### config.mk
export PLATFORM = sky130hd
export DESIGN_NAME = int_alu_rs_flat
export DESIGN_NICKNAME = d
export VERILOG_FILES = /design/src/rtl/int_alu_rs_if.sv /design/src/rtl/int_alu_rs.sv /design/src/flat_wrapper.sv
export SDC_FILE = /design/constraint.sdc
export NUM_CORES = 2
export LEC_CHECK = 0
export BUFFER_PORTS_ARGS = -buffer_cell sky130_fd_sc_hd__buf_2
export CORE_AREA = 2 2 211 213
export CTS_BUF_LIST = sky130_fd_sc_hd__clkbuf_4
export DETAILED_ROUTE_END_ITERATION = 10
export DIE_AREA = 0 0 213 215
export PLACE_DENSITY_LB_ADDON = 0.2
export SLEW_MARGIN = 25
export SYNTH_ARGS = -nofsm -noshare
export SYNTH_HDL_FRONTEND = slang
export SYNTH_SLANG_ARGS = --single-unit
### constraint.sdc
create_clock -name clk -period 19.3 [get_ports clk]
set_input_delay 3.86 -clock clk [delete_from_list [all_inputs] [get_ports clk]]
set_output_delay 3.86 -clock clk [all_outputs]
set_load 0.02 [all_outputs]
### src/rtl/int_alu_rs_if.sv
// Dispatch, writeback, issue and back-pressure bundle between the integer ALU
// reservation station (slave) and its surroundings (master).
interface int_alu_rs_if #(
    parameter int DEPTH          = 4,
    parameter int DATA_WIDTH     = 32,
    parameter int R_ADDR         = 6,
    parameter int ROB_INDEX_BITS = 3
);
    localparam int OCC_W = $clog2(DEPTH + 1);

    logic                      flush;
    logic                      disp_valid;
    logic                      disp_ready;
    logic [4:0]                disp_microop;
    logic [R_ADDR-1:0]         disp_dest;
    logic [ROB_INDEX_BITS-1:0] disp_ticket;
    logic [DATA_WIDTH-1:0]     disp_data1;
    logic [DATA_WIDTH-1:0]     disp_data2;
    logic                      disp_rdy1;
    logic                      disp_rdy2;
    logic [R_ADDR-1:0]         disp_src1;
    logic [R_ADDR-1:0]         disp_src2;
    logic                      wb_valid;
    logic [R_ADDR-1:0]         wb_dest;
    logic [DATA_WIDTH-1:0]     wb_data;
    logic                      busy_fu;
    logic                      iss_valid;
    logic [4:0]                iss_microop;
    logic [R_ADDR-1:0]         iss_dest;
    logic [ROB_INDEX_BITS-1:0] iss_ticket;
    logic [DATA_WIDTH-1:0]     iss_data1;
    logic [DATA_WIDTH-1:0]     iss_data2;
    logic [OCC_W-1:0]          occupancy;

    modport master (
        output flush, disp_valid, disp_microop, disp_dest, disp_ticket,
               disp_data1, disp_data2, disp_rdy1, disp_rdy2, disp_src1, disp_src2,
               wb_valid, wb_dest, wb_data, busy_fu,
        input  disp_ready, iss_valid, iss_microop, iss_dest, iss_ticket,
               iss_data1, iss_data2, occupancy
    );

    modport slave (
        input  flush, disp_valid, disp_microop, disp_dest, disp_ticket,
               disp_data1, disp_data2, disp_rdy1, disp_rdy2, disp_src1, disp_src2,
               wb_valid, wb_dest, wb_data, busy_fu,
        output disp_ready, iss_valid, iss_microop, iss_dest, iss_ticket,
               iss_data1, iss_data2, occupancy
    );
endinterface

### src/rtl/int_alu_rs.sv
// Integer ALU reservation station: collapsing queue (index 0 oldest) that wakes
// operands from the writeback bus and issues the oldest ready op through a register.
module int_alu_rs #(
    parameter int DEPTH          = 4,
    parameter int DATA_WIDTH     = 32,
    parameter int R_ADDR         = 6,
    parameter int ROB_INDEX_BITS = 3
) (
    input  logic         clk,
    input  logic         rst,
    int_alu_rs_if.slave  io
);
    localparam int OCC_W = $clog2(DEPTH + 1);
    localparam int IDX_W = (DEPTH > 1) ? $clog2(DEPTH) : 1;

    typedef struct packed {
        logic                      valid;
        logic [4:0]                microop;
        logic [R_ADDR-1:0]         dest;
        logic [ROB_INDEX_BITS-1:0] ticket;
        logic                      rdy1;
        logic [R_ADDR-1:0]         src1;
        logic [DATA_WIDTH-1:0]     data1;
        logic                      rdy2;
        logic [R_ADDR-1:0]         src2;
        logic [DATA_WIDTH-1:0]     data2;
    } ent_t;

    typedef struct packed {
        logic                      valid;
        logic [4:0]                microop;
        logic [R_ADDR-1:0]         dest;
        logic [ROB_INDEX_BITS-1:0] ticket;
        logic [DATA_WIDTH-1:0]     data1;
        logic [DATA_WIDTH-1:0]     data2;
    } iss_t;

    ent_t [DEPTH-1:0] ent_q, ent_d;
    ent_t [DEPTH:0]   woken;   // extra top slot is an empty entry shifted in on issue
    ent_t             new_ent;
    iss_t             iss_q, iss_d;
    logic [OCC_W-1:0] occ_q, occ_d, wr_idx;
    logic [IDX_W-1:0] sel;
    logic             found, do_iss, disp_acc;

    assign io.disp_ready  = (occ_q < OCC_W'(DEPTH));
    assign io.occupancy   = occ_q;
    assign io.iss_valid   = iss_q.valid;
    assign io.iss_microop = iss_q.microop;
    assign io.iss_dest    = iss_q.dest;
    assign io.iss_ticket  = iss_q.ticket;
    assign io.iss_data1   = iss_q.data1;
    assign io.iss_data2   = iss_q.data2;

    assign disp_acc = io.disp_valid & io.disp_ready;

    // Oldest ready entry, from registered state only so a wakeup costs one cycle.
    always_comb begin
        found = 1'b0;
        sel   = '0;
        for (int i = DEPTH - 1; i >= 0; i--) begin
            if (ent_q[i].valid && ent_q[i].rdy1 && ent_q[i].rdy2) begin
                found = 1'b1;
                sel   = IDX_W'(i);
            end
        end
        do_iss = found & ~io.busy_fu;
    end

    always_comb begin
        woken = '0;
        for (int i = 0; i < DEPTH; i++) begin
            woken[i] = ent_q[i];
            if (ent_q[i].valid && !ent_q[i].rdy1 && io.wb_valid && ent_q[i].src1 == io.wb_dest) begin
                woken[i].rdy1  = 1'b1;
                woken[i].data1 = io.wb_data;
            end
            if (ent_q[i].valid && !ent_q[i].rdy2 && io.wb_valid && ent_q[i].src2 == io.wb_dest) begin
                woken[i].rdy2  = 1'b1;
                woken[i].data2 = io.wb_data;
            end
        end

        new_ent         = '0;
        new_ent.valid   = 1'b1;
        new_ent.microop = io.disp_microop;
        new_ent.dest    = io.disp_dest;
        new_ent.ticket  = io.disp_ticket;
        new_ent.src1    = io.disp_src1;
        new_ent.src2    = io.disp_src2;
        new_ent.rdy1    = io.disp_rdy1;
        new_ent.rdy2    = io.disp_rdy2;
        new_ent.data1   = io.disp_data1;
        new_ent.data2   = io.disp_data2;
        if (!io.disp_rdy1 && io.wb_valid && io.disp_src1 == io.wb_dest) begin
            new_ent.rdy1  = 1'b1;
            new_ent.data1 = io.wb_data;
        end
        if (!io.disp_rdy2 && io.wb_valid && io.disp_src2 == io.wb_dest) begin
            new_ent.rdy2  = 1'b1;
            new_ent.data2 = io.wb_data;
        end
    end

    always_comb begin
        wr_idx = occ_q - OCC_W'(do_iss);
        occ_d  = occ_q + OCC_W'(disp_acc) - OCC_W'(do_iss);
        ent_d  = '0;
        for (int i = 0; i < DEPTH; i++) begin
            if (do_iss && IDX_W'(i) >= sel) ent_d[i] = woken[i + 1];
            else                            ent_d[i] = woken[i];
            if (disp_acc && OCC_W'(i) == wr_idx) ent_d[i] = new_ent;
        end

        iss_d = '0;
        if (do_iss) begin
            iss_d.valid   = 1'b1;
            iss_d.microop = ent_q[sel].microop;
            iss_d.dest    = ent_q[sel].dest;
            iss_d.ticket  = ent_q[sel].ticket;
            iss_d.data1   = ent_q[sel].data1;
            iss_d.data2   = ent_q[sel].data2;
        end

        if (io.flush) begin
            ent_d = '0;
            occ_d = '0;
            iss_d = '0;
        end
    end

    always_ff @(posedge clk or posedge rst) begin
        if (rst) begin
            ent_q <= '0;
            iss_q <= '0;
            occ_q <= '0;
        end else begin
            ent_q <= ent_d;
            iss_q <= iss_d;
            occ_q <= occ_d;
        end
    end
endmodule
### src/flat_wrapper.sv
// flat-port wrapper written by rule: the top's interface ports become plain ports
module int_alu_rs_flat 
#(
    parameter int DEPTH          = 4,
    parameter int DATA_WIDTH     = 32,
    parameter int R_ADDR         = 6,
    parameter int ROB_INDEX_BITS = 3
)
  (clk, rst, io_flush, io_disp_valid, io_disp_microop, io_disp_dest, io_disp_ticket, io_disp_data1, io_disp_data2, io_disp_rdy1, io_disp_rdy2, io_disp_src1, io_disp_src2, io_wb_valid, io_wb_dest, io_wb_data, io_busy_fu, io_disp_ready, io_iss_valid, io_iss_microop, io_iss_dest, io_iss_ticket, io_iss_data1, io_iss_data2, io_occupancy);
  int_alu_rs_if #(.DEPTH(DEPTH), .DATA_WIDTH(DATA_WIDTH), .R_ADDR(R_ADDR), .ROB_INDEX_BITS(ROB_INDEX_BITS)) io_i ();
  input  logic clk;
  input  logic rst;
  input wire logic [$bits(io_i.flush)-1:0] io_flush;
  input wire logic [$bits(io_i.disp_valid)-1:0] io_disp_valid;
  input wire logic [$bits(io_i.disp_microop)-1:0] io_disp_microop;
  input wire logic [$bits(io_i.disp_dest)-1:0] io_disp_dest;
  input wire logic [$bits(io_i.disp_ticket)-1:0] io_disp_ticket;
  input wire logic [$bits(io_i.disp_data1)-1:0] io_disp_data1;
  input wire logic [$bits(io_i.disp_data2)-1:0] io_disp_data2;
  input wire logic [$bits(io_i.disp_rdy1)-1:0] io_disp_rdy1;
  input wire logic [$bits(io_i.disp_rdy2)-1:0] io_disp_rdy2;
  input wire logic [$bits(io_i.disp_src1)-1:0] io_disp_src1;
  input wire logic [$bits(io_i.disp_src2)-1:0] io_disp_src2;
  input wire logic [$bits(io_i.wb_valid)-1:0] io_wb_valid;
  input wire logic [$bits(io_i.wb_dest)-1:0] io_wb_dest;
  input wire logic [$bits(io_i.wb_data)-1:0] io_wb_data;
  input wire logic [$bits(io_i.busy_fu)-1:0] io_busy_fu;
  output wire logic [$bits(io_i.disp_ready)-1:0] io_disp_ready;
  output wire logic [$bits(io_i.iss_valid)-1:0] io_iss_valid;
  output wire logic [$bits(io_i.iss_microop)-1:0] io_iss_microop;
  output wire logic [$bits(io_i.iss_dest)-1:0] io_iss_dest;
  output wire logic [$bits(io_i.iss_ticket)-1:0] io_iss_ticket;
  output wire logic [$bits(io_i.iss_data1)-1:0] io_iss_data1;
  output wire logic [$bits(io_i.iss_data2)-1:0] io_iss_data2;
  output wire logic [$bits(io_i.occupancy)-1:0] io_occupancy;
  assign io_i.flush = io_flush;
  assign io_i.disp_valid = io_disp_valid;
  assign io_i.disp_microop = io_disp_microop;
  assign io_i.disp_dest = io_disp_dest;
  assign io_i.disp_ticket = io_disp_ticket;
  assign io_i.disp_data1 = io_disp_data1;
  assign io_i.disp_data2 = io_disp_data2;
  assign io_i.disp_rdy1 = io_disp_rdy1;
  assign io_i.disp_rdy2 = io_disp_rdy2;
  assign io_i.disp_src1 = io_disp_src1;
  assign io_i.disp_src2 = io_disp_src2;
  assign io_i.wb_valid = io_wb_valid;
  assign io_i.wb_dest = io_wb_dest;
  assign io_i.wb_data = io_wb_data;
  assign io_i.busy_fu = io_busy_fu;
  assign io_disp_ready = io_i.disp_ready;
  assign io_iss_valid = io_i.iss_valid;
  assign io_iss_microop = io_i.iss_microop;
  assign io_iss_dest = io_i.iss_dest;
  assign io_iss_ticket = io_i.iss_ticket;
  assign io_iss_data1 = io_i.iss_data1;
  assign io_iss_data2 = io_i.iss_data2;
  assign io_occupancy = io_i.occupancy;
  int_alu_rs #(.DEPTH(DEPTH), .DATA_WIDTH(DATA_WIDTH), .R_ADDR(R_ADDR), .ROB_INDEX_BITS(ROB_INDEX_BITS)) u_core (.clk(clk), .rst(rst), .io(io_i));
endmodule
======== Word level (Yosys, flattened, before mapping) ========
Index checks and enable logic that the tools add are counted.
word-level totals
  register bits after elaboration ......... 454
cells by class
  equality and inequality tests ........... 13
  muxes and demuxes ....................... 42
  reduce and logical (&&, ||, !) cells .... 61
  $add $sub $neg .......................... 3
  bitwise operators ....................... 3
  order comparisons ....................... 6
operators with widths
  operator            number
  $mux 93             8
  $mux 372            1
  $mux 32             10
  $bmux 93 s2         1
  $mux 79             2
  $mux 92             1
  $eq 6x6->1          10
  $logic_and 1x1->1   44
  $mux 1              14
  $reduce_bool 3->1   4
  $logic_not 1->1     10
  $mux 2              4
  $reduce_bool 4->1   2
  $eq 2x3->1 const A  2
  $sub 3x1->3         2
  $ge 1x2->1 const A  2
  $ge 2x2->1 const A  2
  $add 3x1->3         1
  $eq 1x3->1 const A  1
  $logic_not 3->1     1
  $lt 2x3->1 const B  1
  $lt 3x3->1 const B  1
  $mux 3              1
  $and 1x1->1         2
  $not 1->1           1

======== Longest topological paths before layout ========
  depth after elaboration ................. 12
  gate-level depth with buffers ........... 14
  gate-level depth less buffers ........... 11

======== Worst setup path after synthesis ========
Ideal clock, no wire load.
  path type ............................... input -> register
  from .................................... in io_busy_fu
  to ...................................... reg u_core.ent_q[38] (netlist bit)
  slack ................................... 12.915 ns
  cell stages on the path ................. 12
  required time ........................... 19.178 ns
  arrival ................................. 6.263 ns
  path through ............................ clkbuf_1 > a21oi_1 > ha_1 > inv_1 > ha_1 > nor4b_2 > and2_1 > buf_4 > buf_2 > buf_1 > nand3b_1 > a32o_1
on the way
  longest elaborated chain between the ends .. 7
  elaborated cells on any way between the ends .. 10
ends and longest elaborated chain
  what                    RTL line            source
  start: declaration      flat_wrapper.sv:27  input wire logic [$bits(io_i.busy_fu)-1:0] io_busy_fu;
  $not 1->1 (*)           int_alu_rs.sv:67    do_iss = found & ~io.busy_fu;
  $and 1x1->1 (*)         int_alu_rs.sv:67
  $sub 3x1->3             int_alu_rs.sv:106   wr_idx = occ_q - OCC_W'(do_iss);
  $logic_not 3->1         int_alu_rs.sv:112   if (disp_acc && OCC_W'(i) == wr_idx) ent_d[i] = new_ent;
  $logic_and 1x1->1       int_alu_rs.sv:112
  $mux 93                 int_alu_rs.sv:112
  $mux 372                int_alu_rs.sv:125   if (io.flush) begin
  end signal: assignment  int_alu_rs.sv:138   ent_q <= ent_d;
  end: declaration        int_alu_rs.sv:38    ent_t [DEPTH-1:0] ent_q, ent_d;
Every way passes the cells marked *; elsewhere a longest branch is shown, timed or not. The select of a mux whose other input is x is not followed.
A chain may end at the register's enable or synchronous reset.

======== Worst setup path after layout ========
  from .................................... in io_busy_fu
  to ...................................... reg u_core.ent_q[62] (netlist bit)
The elaborated chain is that of the path after synthesis.

==> impl.org <==
** Route
- After detailed routing, the wire length on met1 is 32900 microns.
- Antenna violation net count after detailed routing :: 0
- Per-cell via count in the routed design :: 7.091
- Length of routed met3 wiring :: 10430 microns
- Wire length on met2 :: 40350 microns
- DRC violation count after routing :: 0
- Dividing the detail-routed wire length by the instance count gives 26.67 microns.
- The pre-antenna-repair detailed-routing pass consisted of 6 iterations.
- WL final :: 87520 microns
- In this run the top signal layer used is met4.
- For this block, the via count after detailed routing is 23270.
- For this block, the initial DRC count from the detailed router was 3124.

** Logic synthesis
- Proportion of netlist area held by the largest area contributor :: 43.84%
- Area leader, netlist :: dfrtp_1
- Counting flops with an async set or reset pin after synthesis yields a share of 100.0%.
- For this run, the number of Yosys warnings is 0.
- For this run, the leading register cell type out of synthesis is dfrtp_1.
- Synthesized netlist net count :: 2633
- The synthesized design contains 0 enable-type register cells.
- After synthesis the netlist holds a flip-flop and latch count of 454.
- By area the synthesized netlist is led by dfrtp_1, mux2i_1, mux4_2, o22ai_1, o221ai_1.
- Mean Syn Cell Area :: 10.40 sq um
- Mapped Area :: 25910 sq um
- Of the synthesized area, sequential elements account for 43.84%.
- After synthesis, the netlist uses 53 different library cells.
- Counting every instance in the synthesized netlist gives 2492.

** Floorplanning
- Pin placement for this block handled 219 I/O pins.
- From bottom edge to top edge, the die measures 215 microns.
- Die Wd :: 213 microns
- Once the floorplan was initialized, standard cells occupied 59.37% of the core.
- Placement Rows :: 77
- Die ar. :: 45800 sq um
- Core box area :: 43640 sq um

** STA
- Hold Violations, Final :: 0
- Measured against its own limit, the worst slew margin works out to 23.54%.
- Setup violators final :: 0
- Post-layout minimum cycle time :: 7142 ps
- TNS Setup :: 0 ps
- For the pin with the worst max-slew slack, the measured transition is 1147 ps.
- Post-route fraction of the period consumed by the critical path :: 37.00%
- Maximum clock rate :: 140.0 MHz
- Setup repair after global routing left no endpoint under its margin.
- Setup skew after layout :: 72.42 ps
- Count of final max-slew check failures :: 0

** Hold path
- Hold/Removal Path Class :: register to register
- Beginning of the worst hold path :: u_core.ent_q[63]$_DFFE_PP0P_
- Endpoint of the worst hold path :: u_core.ent_q[63]$_DFFE_PP0P_
- Count of cells along the worst hold path :: 1

** Clock network
- Clk buf depth :: 3
- The cell sitting at the root of the clock tree is a clkbuf_4.
- Clock tree from TritonCTS :: done
- Number of buffers added by the clock tree synthesis step :: 117
- Number of buffers added to fix hold violations after cts :: 0
- Clk sink count :: 454
- H-tree Lvls :: 3
- Post-CTS setup-driven buffer insertion count :: 0
- Resized cells post-CTS :: 0
- Clock latency of the later-clocked register in the worst-skew pair :: 910 ps
- After clock tree synthesis, the clock-pin slew on the worst setup and hold paths is 60 ps.

** Setup path
- Terminus of the critical flop-to-flop path :: u_core.ent_q[62]$_DFFE_PP0P_
- Launching point of the worst reg2reg path :: u_core.ent_q[92]$_DFFE_PP0P_
- Required time of the critical path :: 20050 ps
- Register-to-Register Setup Slack :: 14100 ps
- Maximum fanout along the worst path :: 59
- For the worst setup path, the data arrival time is 7890 ps.
- By startpoint and endpoint, the worst setup path is classified as input pin to register.
- Kind of end point of the critical path :: register
- The worst setup path is launched from an input pin.
- Reg2Reg Depth :: 12

** Final layout
- Measured on the finished design, the core utilization comes to 65.84%.
- Number of nets in the layout :: 2750
- Leaving out fill and tap cells, the most frequent cells in the layout are dfrtp_1, mux2i_1, nor2_1.
- Summing all flip-flop and latch instances after layout gives 11360 sq um.
- The layout has 3472 filler cells.
- The library cell used most frequently in the layout, excluding fill and tap cells, is dfrtp_1.
- The post-route netlist has 21.17% of its cells at a drive strength greater than 1.
- Footprint of the multi-input gates :: 13510 sq um
- Signed area change from the synthesized netlist to the final layout :: 10.90%

** Global route
- The via count of the first global-routing pass was 23980.
- Global routing consumed, over all layers together, 38.28% of the routing resources.
- Entering global routing, the biggest net connects 180 pins.
- The total overflow left after global routing is 0.
- Antenna violations before repair :: 6
- Global-route wire length before repair :: 135000 microns

** Status
- Status :: finished clean

** Pwr
- Net switching is 34.31% of the power.
- Share of total power in sequential cells :: 43.2%
- Power share of the combinational group :: 25.5%
- For this design the total switching power over the nets is 0.9117 mW.
- Dividing total power by cell area gives a power density of 92.46 nW/um^2.
- Internal power :: 1.745 mW
- Clock group share of total power :: 31.2%
- In this run the static leakage power is 12.73 nW.
- VDD sags by at most 0.05395 mV.

** Placed design
- Routability-driven placement finished with a final weighted congestion of 0.8620.
- PortBufs :: 218
- The wire-length estimate of the detail-placed layout is 49480 microns.

** Run
- The tool flagged a number of max-cap violations equal to 0.
layout make-up:
type / count / area share [%]
multi-input cells: 1753 / 47.01
flip-flops and latches: 454 / 39.54
repair buffers: 272 / 5.704
clock buffers: 170 / 4.441
well taps: 592 / 2.578
clock inverters: 23 / 0.5138
inverters: 11 / 0.1698
diodes: 6 / 0.05225
metal layers:
layer	global-route usage (%)	vias up
li1	-	9702
met1	50.39	11530
met2	58.22	1728
met3	9.280	306
met4	21.45	0
met5	0	-
power by group through the flow:
| stage | combinational, mW | clock (mW) | sequential (mW) |
|---|---|---|---|
| CTS | 0.662 | 0.838 | 1.14 |
| finish | 0.678 | 0.830 | 1.15 |
| floorplan | 0.481 | 0 | 1.13 |
| global placement | 0.625 | 0 | 1.15 |
| detailed placement | 0.659 | 0 | 1.16 |
| global route | 0.729 | 0.889 | 1.16 |
synth_stat cells, types with 29 or more instances:
cell,number
dfrtp_1,454
mux2i_1,283
nor2_1,278
clkbuf_1,200
o22ai_1,194
o221ai_1,128
nand2_1,116
and2_1,114
mux4_2,78
nand3_1,78
o21ai_0,68
a21o_1,66
a32o_1,66
a311oi_1,52
buf_2,37
xnor2_1,33
nand2b_1,32
a211oi_1,29
xor2_1,29
sequential cells by signal, summed over array words and instances, names as in the netlist:
name,flops
u_core.ent_q,372
u_core.io.iss_data1,32
u_core.io.iss_data2,32
u_core.io.iss_dest,6
u_core.io.iss_microop,5
u_core.io.iss_ticket,3
u_core.io.iss_valid,1
u_core.io.occupancy,3
through the flow:
step	hold slack, ps	total power [mW]	setup slack [ps]	instance area (sq um)	cells
global route	512.8	2.775	12010	28740	3281
finish	494.3	2.657	12160	28740	3281
global placement	473.0	1.778	11510	27120	3075
CTS	495.5	2.644	12250	28680	3274
detailed placement	481.4	1.819	11330	27260	3081
floorplan	461.1	1.615	2785	25910	2492
how the worst max path moves through the flow:
stage                from                            to  cells after the start
5_1_grt        io_busy_fu  u_core.ent_q[60]$_DFFE_PP0P_                     11
3_3_place_gp   io_busy_fu  u_core.ent_q[54]$_DFFE_PP0P_                     11
4_1_cts        io_busy_fu  u_core.ent_q[39]$_DFFE_PP0P_                     11
2_1_floorplan         rst   u_core.ent_q[0]$_DFFE_PP0P_                      1
6_report       io_busy_fu  u_core.ent_q[62]$_DFFE_PP0P_                     11
3_5_place_dp   io_busy_fu  u_core.ent_q[46]$_DFFE_PP0P_                     11
logic make-up after synthesis:
logic type                 share of synthesized area, %
and+or+nand+nor                                   12.14
muxes                                             17.71
buffers and inverters                             4.887
xor gates and xnor gates                          2.096
DFF                                               43.84
AOI/OAI and AO/OA                                 19.05
adders and majority gates                        0.2704
worst max-delay path, stage by stage:
cell and delay, ps:
buf_2 180, a21oi_1 270, ha_1 280, inv_1 70, ha_1 350, nor4b_2 760
and2_4 600, buf_4 660, nor4b_4 200, buf_4 330, a32o_1 260
No activity file was read; power rests on OpenSTA's default activity.
